File: src/rtl/sm3_expnd_pkg.sv
// sm3_expnd_pkg
//   Shared constants, FSM state type and word-level helpers for the SM3
//   message-expansion core.
//   SM3_WORD_W   : word width in bits
//   SM3_BLK_WN   : words per message block (window depth)
//   SM3_EXPND_WN : expanded W_j words produced per block
package sm3_expnd_pkg;

    localparam int SM3_WORD_W   = 32;
    localparam int SM3_BLK_WN   = 16;
    localparam int SM3_EXPND_WN = 64;

    typedef enum logic {
        LOAD  = 1'b0,
        EXPND = 1'b1
    } state_e;

    function automatic logic [SM3_WORD_W-1:0] rotl32(input logic [SM3_WORD_W-1:0] x,
                                                     input int unsigned           n);
        return (x << n) | (x >> (SM3_WORD_W - n));
    endfunction

    function automatic logic [SM3_WORD_W-1:0] p1(input logic [SM3_WORD_W-1:0] x);
        return x ^ rotl32(x, 15) ^ rotl32(x, 23);
    endfunction

endpackage

File: src/rtl/sm3_expnd_mw_core_if.sv
// sm3_expnd_mw_core_if
//   Handshake bundle between the padding stage, the expansion core and the
//   compression stage.
//   Parameters: INPT_WN / OTPT_WN words per input / output beat.
//   master : padding/compression side (drives input beats and ena)
//   slave  : expansion core
interface sm3_expnd_mw_core_if
    import sm3_expnd_pkg::*;
#(
    parameter int INPT_WN = 1,
    parameter int OTPT_WN = 1
);
    logic [SM3_WORD_W*INPT_WN-1:0] pad_inpt_d_i;
    logic                          pad_inpt_vld_i;
    logic                          pad_inpt_lst_i;
    logic                          pad_inpt_rdy_o;
    logic                          expnd_otpt_ena_i;
    logic                          expnd_otpt_vld_o;
    logic [SM3_WORD_W*OTPT_WN-1:0] expnd_otpt_wj_o;
    logic [SM3_WORD_W*OTPT_WN-1:0] expnd_otpt_wjj_o;
    logic [5:0]                    expnd_otpt_idx_o;
    logic                          expnd_otpt_lst_o;

    modport master (
        output pad_inpt_d_i, pad_inpt_vld_i, pad_inpt_lst_i, expnd_otpt_ena_i,
        input  pad_inpt_rdy_o, expnd_otpt_vld_o, expnd_otpt_wj_o, expnd_otpt_wjj_o,
               expnd_otpt_idx_o, expnd_otpt_lst_o
    );

    modport slave (
        input  pad_inpt_d_i, pad_inpt_vld_i, pad_inpt_lst_i, expnd_otpt_ena_i,
        output pad_inpt_rdy_o, expnd_otpt_vld_o, expnd_otpt_wj_o, expnd_otpt_wjj_o,
               expnd_otpt_idx_o, expnd_otpt_lst_o
    );
endinterface

File: src/rtl/sm3_expnd_wgen.sv
// sm3_expnd_wgen
//   Combinational generator of one expanded word
//   W_n = P1(W_{n-16} ^ W_{n-9} ^ (W_{n-3} <<< 15)) ^ (W_{n-13} <<< 7) ^ W_{n-6}
//   Ports: w_m16_i, w_m13_i, w_m9_i, w_m6_i, w_m3_i -> window taps
//          w_n_o                                    -> new word
module sm3_expnd_wgen
    import sm3_expnd_pkg::*;
(
    input  logic [SM3_WORD_W-1:0] w_m16_i,
    input  logic [SM3_WORD_W-1:0] w_m13_i,
    input  logic [SM3_WORD_W-1:0] w_m9_i,
    input  logic [SM3_WORD_W-1:0] w_m6_i,
    input  logic [SM3_WORD_W-1:0] w_m3_i,
    output logic [SM3_WORD_W-1:0] w_n_o
);

    assign w_n_o = p1(w_m16_i ^ w_m9_i ^ rotl32(w_m3_i, 15)) ^ rotl32(w_m13_i, 7) ^ w_m6_i;

endmodule

File: src/rtl/sm3_expnd_mw_core.sv
// sm3_expnd_mw_core
//   SM3 message expansion: loads a 16-word block INPT_WN words per beat and
//   streams W_j / W'_j (j = 0..63) OTPT_WN words per beat with back-pressure.
//   Ports:
//     clk, rst     : clock, asynchronous active-high reset
//     bus (slave)  : padding-stage input and compression-stage output handshakes
//     expnd_err_o  : sticky protocol error, only when SM3_EXPND_ERR_CHK_EN is
//                    defined (from sm3_cfg.v)
//
//   state | meaning
//   LOAD  | accepting input words into the window, rdy = 1
//   EXPND | presenting W_j..W_{j+OTPT_WN-1}, vld = 1, shifting on ena
module sm3_expnd_mw_core
    import sm3_expnd_pkg::*;
#(
    parameter int INPT_WN = 1,
    parameter int OTPT_WN = 1
)(
    input  logic                 clk,
    input  logic                 rst,
    sm3_expnd_mw_core_if.slave   bus
`ifdef SM3_EXPND_ERR_CHK_EN
    ,
    output logic                 expnd_err_o
`endif
);

    localparam int         INPT_DW = SM3_WORD_W * INPT_WN;
    localparam int         OTPT_DW = SM3_WORD_W * OTPT_WN;
    localparam logic [4:0] IN_STEP = 5'(INPT_WN);
    localparam logic [4:0] BLK_CNT = 5'(SM3_BLK_WN);
    localparam logic [5:0] OT_STEP = 6'(OTPT_WN);
    localparam logic [5:0] J_LAST  = 6'(SM3_EXPND_WN - OTPT_WN);

    state_e                state_q, state_d;
    logic [SM3_WORD_W-1:0] win_q [SM3_BLK_WN];
    logic [SM3_WORD_W-1:0] win_d [SM3_BLK_WN];
    logic [5:0]            j_q, j_d;
    logic [4:0]            cnt_q, cnt_d;
    logic                  lst_q, lst_d;

    logic [SM3_WORD_W-1:0] gen_w [OTPT_WN];
    logic                  in_hs, out_hs, blk_done;
    logic [OTPT_DW-1:0]    wj, wjj;

    // Every generated word depends only on the current window, so the two
    // generators for OTPT_WN = 2 run in parallel without chaining.
    for (genvar g = 0; g < OTPT_WN; g++) begin : g_wgen
        sm3_expnd_wgen u_wgen (
            .w_m16_i (win_q[g]),
            .w_m13_i (win_q[g+3]),
            .w_m9_i  (win_q[g+7]),
            .w_m6_i  (win_q[g+10]),
            .w_m3_i  (win_q[g+13]),
            .w_n_o   (gen_w[g])
        );
    end

    always_ff @(posedge clk or posedge rst) begin
        if (rst) begin
            state_q <= LOAD;
            for (int i = 0; i < SM3_BLK_WN; i++) win_q[i] <= '0;
            j_q     <= '0;
            cnt_q   <= '0;
            lst_q   <= 1'b0;
        end else begin
            state_q <= state_d;
            win_q   <= win_d;
            j_q     <= j_d;
            cnt_q   <= cnt_d;
            lst_q   <= lst_d;
        end
    end

    always_comb begin
        state_d  = state_q;
        win_d    = win_q;
        j_d      = j_q;
        cnt_d    = cnt_q;
        lst_d    = lst_q;
        in_hs    = (state_q == LOAD) & bus.pad_inpt_vld_i;
        out_hs   = (state_q == EXPND) & bus.expnd_otpt_ena_i;
        blk_done = in_hs & ((cnt_q + IN_STEP) == BLK_CNT);

        case (state_q)
            LOAD: begin
                if (in_hs) begin
                    // MS input lane carries the lower word index, so it lands first.
                    for (int i = 0; i < SM3_BLK_WN - INPT_WN; i++) win_d[i] = win_q[i+INPT_WN];
                    for (int m = 0; m < INPT_WN; m++)
                        win_d[SM3_BLK_WN-INPT_WN+m] = bus.pad_inpt_d_i[INPT_DW-1-SM3_WORD_W*m -: SM3_WORD_W];
                    cnt_d = cnt_q + IN_STEP;
                    if (blk_done) begin
                        lst_d   = bus.pad_inpt_lst_i;
                        j_d     = '0;
                        state_d = EXPND;
                    end
                end
            end
            EXPND: begin
                if (out_hs) begin
                    for (int i = 0; i < SM3_BLK_WN - OTPT_WN; i++) win_d[i] = win_q[i+OTPT_WN];
                    for (int m = 0; m < OTPT_WN; m++) win_d[SM3_BLK_WN-OTPT_WN+m] = gen_w[m];
                    j_d = j_q + OT_STEP;
                    if (j_q == J_LAST) begin
                        j_d     = '0;
                        cnt_d   = '0;
                        lst_d   = 1'b0;
                        state_d = LOAD;
                    end
                end
            end
            default: state_d = LOAD;
        endcase
    end

    // Data outputs read zero outside EXPND.
    always_comb begin
        wj  = '0;
        wjj = '0;
        if (state_q == EXPND) begin
            for (int k = 0; k < OTPT_WN; k++) begin
                wj [OTPT_DW-1-SM3_WORD_W*k -: SM3_WORD_W] = win_q[k];
                wjj[OTPT_DW-1-SM3_WORD_W*k -: SM3_WORD_W] = win_q[k] ^ win_q[k+4];
            end
        end
    end

    assign bus.pad_inpt_rdy_o   = (state_q == LOAD);
    assign bus.expnd_otpt_vld_o = (state_q == EXPND);
    assign bus.expnd_otpt_wj_o  = wj;
    assign bus.expnd_otpt_wjj_o = wjj;
    assign bus.expnd_otpt_idx_o = j_q;
    assign bus.expnd_otpt_lst_o = lst_q & (j_q == J_LAST) & (state_q == EXPND);

`ifdef SM3_EXPND_ERR_CHK_EN
    logic err_q, err_d;
    logic vld_prev_q, vld_prev_d;

    // A gap inside a block is tolerated by the datapath but still reported.
    always_comb begin
        vld_prev_d = bus.pad_inpt_vld_i;
        err_d      = err_q
                   | (in_hs & bus.pad_inpt_lst_i & ~blk_done)
                   | ((state_q == LOAD) & vld_prev_q & ~bus.pad_inpt_vld_i & (cnt_q != 5'd0));
    end

    always_ff @(posedge clk or posedge rst) begin
        if (rst) begin
            err_q      <= 1'b0;
            vld_prev_q <= 1'b0;
        end else begin
            err_q      <= err_d;
            vld_prev_q <= vld_prev_d;
        end
    end

    assign expnd_err_o = err_q;
`endif

endmodule

File: src/flat_wrapper.sv
// flat-port wrapper written by rule: the top's interface ports become plain ports
module sm3_expnd_mw_core_flat import sm3_expnd_pkg::*;
#(
    parameter int INPT_WN = 1,
    parameter int OTPT_WN = 1
)
  (clk, rst, bus_pad_inpt_d_i, bus_pad_inpt_vld_i, bus_pad_inpt_lst_i, bus_expnd_otpt_ena_i, bus_pad_inpt_rdy_o, bus_expnd_otpt_vld_o, bus_expnd_otpt_wj_o, bus_expnd_otpt_wjj_o, bus_expnd_otpt_idx_o, bus_expnd_otpt_lst_o);
  sm3_expnd_mw_core_if #(.INPT_WN(INPT_WN), .OTPT_WN(OTPT_WN)) bus_i ();
  input  logic clk;
  input  logic rst;
  input wire logic [$bits(bus_i.pad_inpt_d_i)-1:0] bus_pad_inpt_d_i;
  input wire logic [$bits(bus_i.pad_inpt_vld_i)-1:0] bus_pad_inpt_vld_i;
  input wire logic [$bits(bus_i.pad_inpt_lst_i)-1:0] bus_pad_inpt_lst_i;
  input wire logic [$bits(bus_i.expnd_otpt_ena_i)-1:0] bus_expnd_otpt_ena_i;
  output wire logic [$bits(bus_i.pad_inpt_rdy_o)-1:0] bus_pad_inpt_rdy_o;
  output wire logic [$bits(bus_i.expnd_otpt_vld_o)-1:0] bus_expnd_otpt_vld_o;
  output wire logic [$bits(bus_i.expnd_otpt_wj_o)-1:0] bus_expnd_otpt_wj_o;
  output wire logic [$bits(bus_i.expnd_otpt_wjj_o)-1:0] bus_expnd_otpt_wjj_o;
  output wire logic [$bits(bus_i.expnd_otpt_idx_o)-1:0] bus_expnd_otpt_idx_o;
  output wire logic [$bits(bus_i.expnd_otpt_lst_o)-1:0] bus_expnd_otpt_lst_o;
  assign bus_i.pad_inpt_d_i = bus_pad_inpt_d_i;
  assign bus_i.pad_inpt_vld_i = bus_pad_inpt_vld_i;
  assign bus_i.pad_inpt_lst_i = bus_pad_inpt_lst_i;
  assign bus_i.expnd_otpt_ena_i = bus_expnd_otpt_ena_i;
  assign bus_pad_inpt_rdy_o = bus_i.pad_inpt_rdy_o;
  assign bus_expnd_otpt_vld_o = bus_i.expnd_otpt_vld_o;
  assign bus_expnd_otpt_wj_o = bus_i.expnd_otpt_wj_o;
  assign bus_expnd_otpt_wjj_o = bus_i.expnd_otpt_wjj_o;
  assign bus_expnd_otpt_idx_o = bus_i.expnd_otpt_idx_o;
  assign bus_expnd_otpt_lst_o = bus_i.expnd_otpt_lst_o;
  sm3_expnd_mw_core #(.INPT_WN(INPT_WN), .OTPT_WN(OTPT_WN)) u_core (.clk(clk), .rst(rst), .bus(bus_i));
endmodule
File: config.mk
export PLATFORM = sky130hd
export DESIGN_NAME = sm3_expnd_mw_core_flat
export DESIGN_NICKNAME = d
export VERILOG_FILES = /design/src/rtl/sm3_expnd_pkg.sv /design/src/rtl/sm3_expnd_mw_core_if.sv /design/src/rtl/sm3_expnd_wgen.sv /design/src/rtl/sm3_expnd_mw_core.sv /design/src/flat_wrapper.sv
export SDC_FILE = /design/constraint.sdc
export NUM_CORES = 1
export LEC_CHECK = 0
export BUFFER_PORTS_ARGS = -buffer_cell sky130_fd_sc_hd__buf_2
export CAP_MARGIN = 20
export CELL_PAD_IN_SITES_DETAIL_PLACEMENT = 1
export CELL_PAD_IN_SITES_GLOBAL_PLACEMENT = 1
export CORE_MARGIN = 2
export CORE_UTILIZATION = 56
export DETAILED_ROUTE_END_ITERATION = 12
export GPL_ROUTABILITY_DRIVEN = 1
export PLACE_DENSITY_LB_ADDON = 0.1
export SETUP_SLACK_MARGIN = 0.4
export SLEW_MARGIN = 20
export SYNTH_ARGS = -nofsm -noshare
export SYNTH_HDL_FRONTEND = slang
export SYNTH_SLANG_ARGS = --single-unit
export TNS_END_PERCENT = 5
File: constraint.sdc
create_clock -name clk -period 56 [get_ports clk]
set_input_delay 14 -clock clk [delete_from_list [all_inputs] [get_ports clk]]
set_output_delay 14 -clock clk [all_outputs]
set_load 0.1 [all_outputs]
==> results.tsv <==
metric	value	unit
synth.distinct_cells	39	
yosysWarnings	0	
crit_slowest_cell	buf_4	
hp-class	flop to flop	
num_rows	73	
dieWidth	203.4	µm
cts_sinks	525	
grt_pass1_wl	76790	µm
wl	48870	µm
drt_iter0_markers	523	
fin_cells	2171	
cp_max_fo	84	
drt.antenna.violating_nets	0	
htree_levels	2	
placed_cells	2072	
clock.fmax	0.05789	GHz
syn-num-nets	1537	
route.detailed.drc	0	
yosysTopAreaCell	dfrtp_1	
vias	11831	
hold_viol_final	0	
worstPathArrival	17.74	ns
final_util	62.98	%
vias_per_cell	5.450	
post_cts_resized	0	
place_area	22960	µm²
dpl.hpwl	32540	µm
cts_hold_buffers	0	
insertion_delay	0.59	ns
grt_pass1_vias	12896	
worst_pin_slew	1.074	ns
fin_skew	0.009210	ns
antenna_found_initial	0	
crit_required	56.47	ns
fin_crit_sh	30.85	%
netlist_area	22270	µm²
tns	0	ns
rsz0062_at_grt	no	
die_y	203.4	µm
drv_cap	0	
wl_per_cell	22.51	µm
path_buf_inv	4	
grt_usage	24.59	%
worstSetupPathType	primary input to flop	
place_congestion	0.7699	
ys_seq_area_share	58.98	%
cts_buffer_depth	3	
critPathLaunchType	primary input	
pin_count	110	
path_common_cell	buf_4	
setup_viol	0	
synth_area_per_cell	14.88	µm²
drv_slew	0	
clk_pin_slew	0.06	ns
drive_above_1_share	36.19	%
ys_ff_latch	525	
cts_tree	done	
clock-root-buffer	clkbuf_16	
final_nets	1644	
period_minus_slack	17.28	ns
grt_max_degree	173	
numCtsBuffers	54	
synth.top_cell.area_share	58.98	%
max_stage_delay	0.92	ns
status	finished, final reports clean	
dieArea	41390	µm²
start_util	56.45	%
port-buffer-count	109	
synthTopCellsByArea	dfrtp_1, mux2_2, xnor2_1	
firstDrtPassIters	4	
synth_cells	1497	
end_kind	flop	
cts_setup_buffers	0	
fp.coreArea	39460	µm²
final_area	24850	µm²
areaGrowthSynthToFinish	11.56	%
worstPathCellList	buf_2 -> nor2b_4 -> buf_4 -> nor2_8 -> buf_4 -> buf_4 -> mux2_2	
slew_headroom	28.42	%
grt-ovfl-total	0	
crit_family	buffers and inverters	
[path summary, 6_finish.rpt]
check	from	to	slack, ns	cells after the start
setup / recovery	bus_pad_inpt_vld_i	u_core.win_q[383]	38.73	7
hold / removal	u_core.win_q[427]	u_core.win_q[459]	0.48	1
setup reg to reg	u_core.bus.expnd_otpt_vld_o	u_core.win_q[383]	51.14	7
hold reg to reg	u_core.win_q[427]	u_core.win_q[459]	0.48	1
max in group asynchronous	rst	u_core.win_q[247]	41.00	3
min in group asynchronous	rst	u_core.win_q[450]	13.58	2
[placed cells by master (no fill, tap or decap), types with 36 or more instances in the layout]
master	Yosys	final
clkbuf_16	0	57
nor2_1	40	40
buf_2	8	109
mux2_2	377	377
xnor2_1	192	192
xor2_1	36	36
o21ai_0	40	40
mux2_1	103	103
dfrtp_1	525	525
[kinds of logic after synthesis]
group	count (synthesis)	share of synthesized area (%)
flops	525	58.98
mux	480	24.27
xor+xnor	228	8.965
simple gates	104	2.365
compound gates	82	2.326
buf+inv	75	2.927
fa+ha+maj	3	0.1685
[per-layer routing]
layer / GRT usage (%) / up-vias / routed length, µm
met2: 40.88 / 160 / 24000
met1: 33.95 / 6239 / 22100
met4: 7.716 / 0 / 1195
li1: - / 5374 / -
met3: 3.196 / 58 / 1578
met5: 0 / - / 0
[state kept, by name, indices dropped and copies added, names as in the netlist]
register                     count
u_core.win_q                   512
u_core.bus.expnd_otpt_idx_o      6
u_core.cnt_q                     5
u_core.bus.expnd_otpt_vld_o      1
u_core.lst_q                     1
[metrics by stage]
step	setup slack, ns	hold WS, ns
2_1_floorplan	27.33	0.4522
3_3_place_gp	38.20	0.4596
3_5_place_dp	38.18	0.4672
4_1_cts	38.80	0.4819
5_1_grt	38.48	0.5017
6_report	38.73	0.4781
[worst register-to-register path, delay by kind of cell, from the launching register on]
family	cells	cell delay [ns]
buffers and inverters	4	2.92
AND/OR/NAND/NOR	2	0.96
multiplexers	1	0.49
flip-flops	1	0.36
[layout make-up]
| type | count | area, µm² |
|---|---|---|
| Tap cell | 525 | 656.9 |
| Clock buffer | 83 | 1684 |
| Antenna cell | 2 | 5.005 |
| Multi-Input combinational cell | 897 | 8492 |
| Fill cell | 3692 | 14610 |
| Sequential cell | 525 | 13140 |
| Clock inverter | 13 | 167.7 |
| Timing Repair Buffer | 123 | 686.9 |
| Inverter | 3 | 18.77 |
[cell usage after synthesis]
cell      count
nor2_4        1
nand2_1      16
xor2_1       36
nand2b_1      1
nor4_1        3
buf_2         8
inv_2         1
a22o_1        1
o211a_1       1
and2_1       32
nor2_2        1
a31oi_1       1
buf_1         6
a211oi_1      1
dfrtp_1     525
nand2_2       1
nand4_1       1
o32a_1        1
a21o_1        1
buf_6        45
mux2_1      103
nor2_8        1
ha_1          3
nand3_1       3
xnor2_1     192
and2_2        1
and3_1        1
clkbuf_1      7
a221o_1       1
a21oi_1       2
or2_2         1
mux2_2      377
nor2b_1       1
o211ai_1      1
inv_1         2
buf_4         6
o21ai_0      40
a22oi_1      32
nor2_1       40
Power is left out: the tool's default activity adds up to more than one toggle a clock period on the data nets, which glitch-free logic cannot reach.
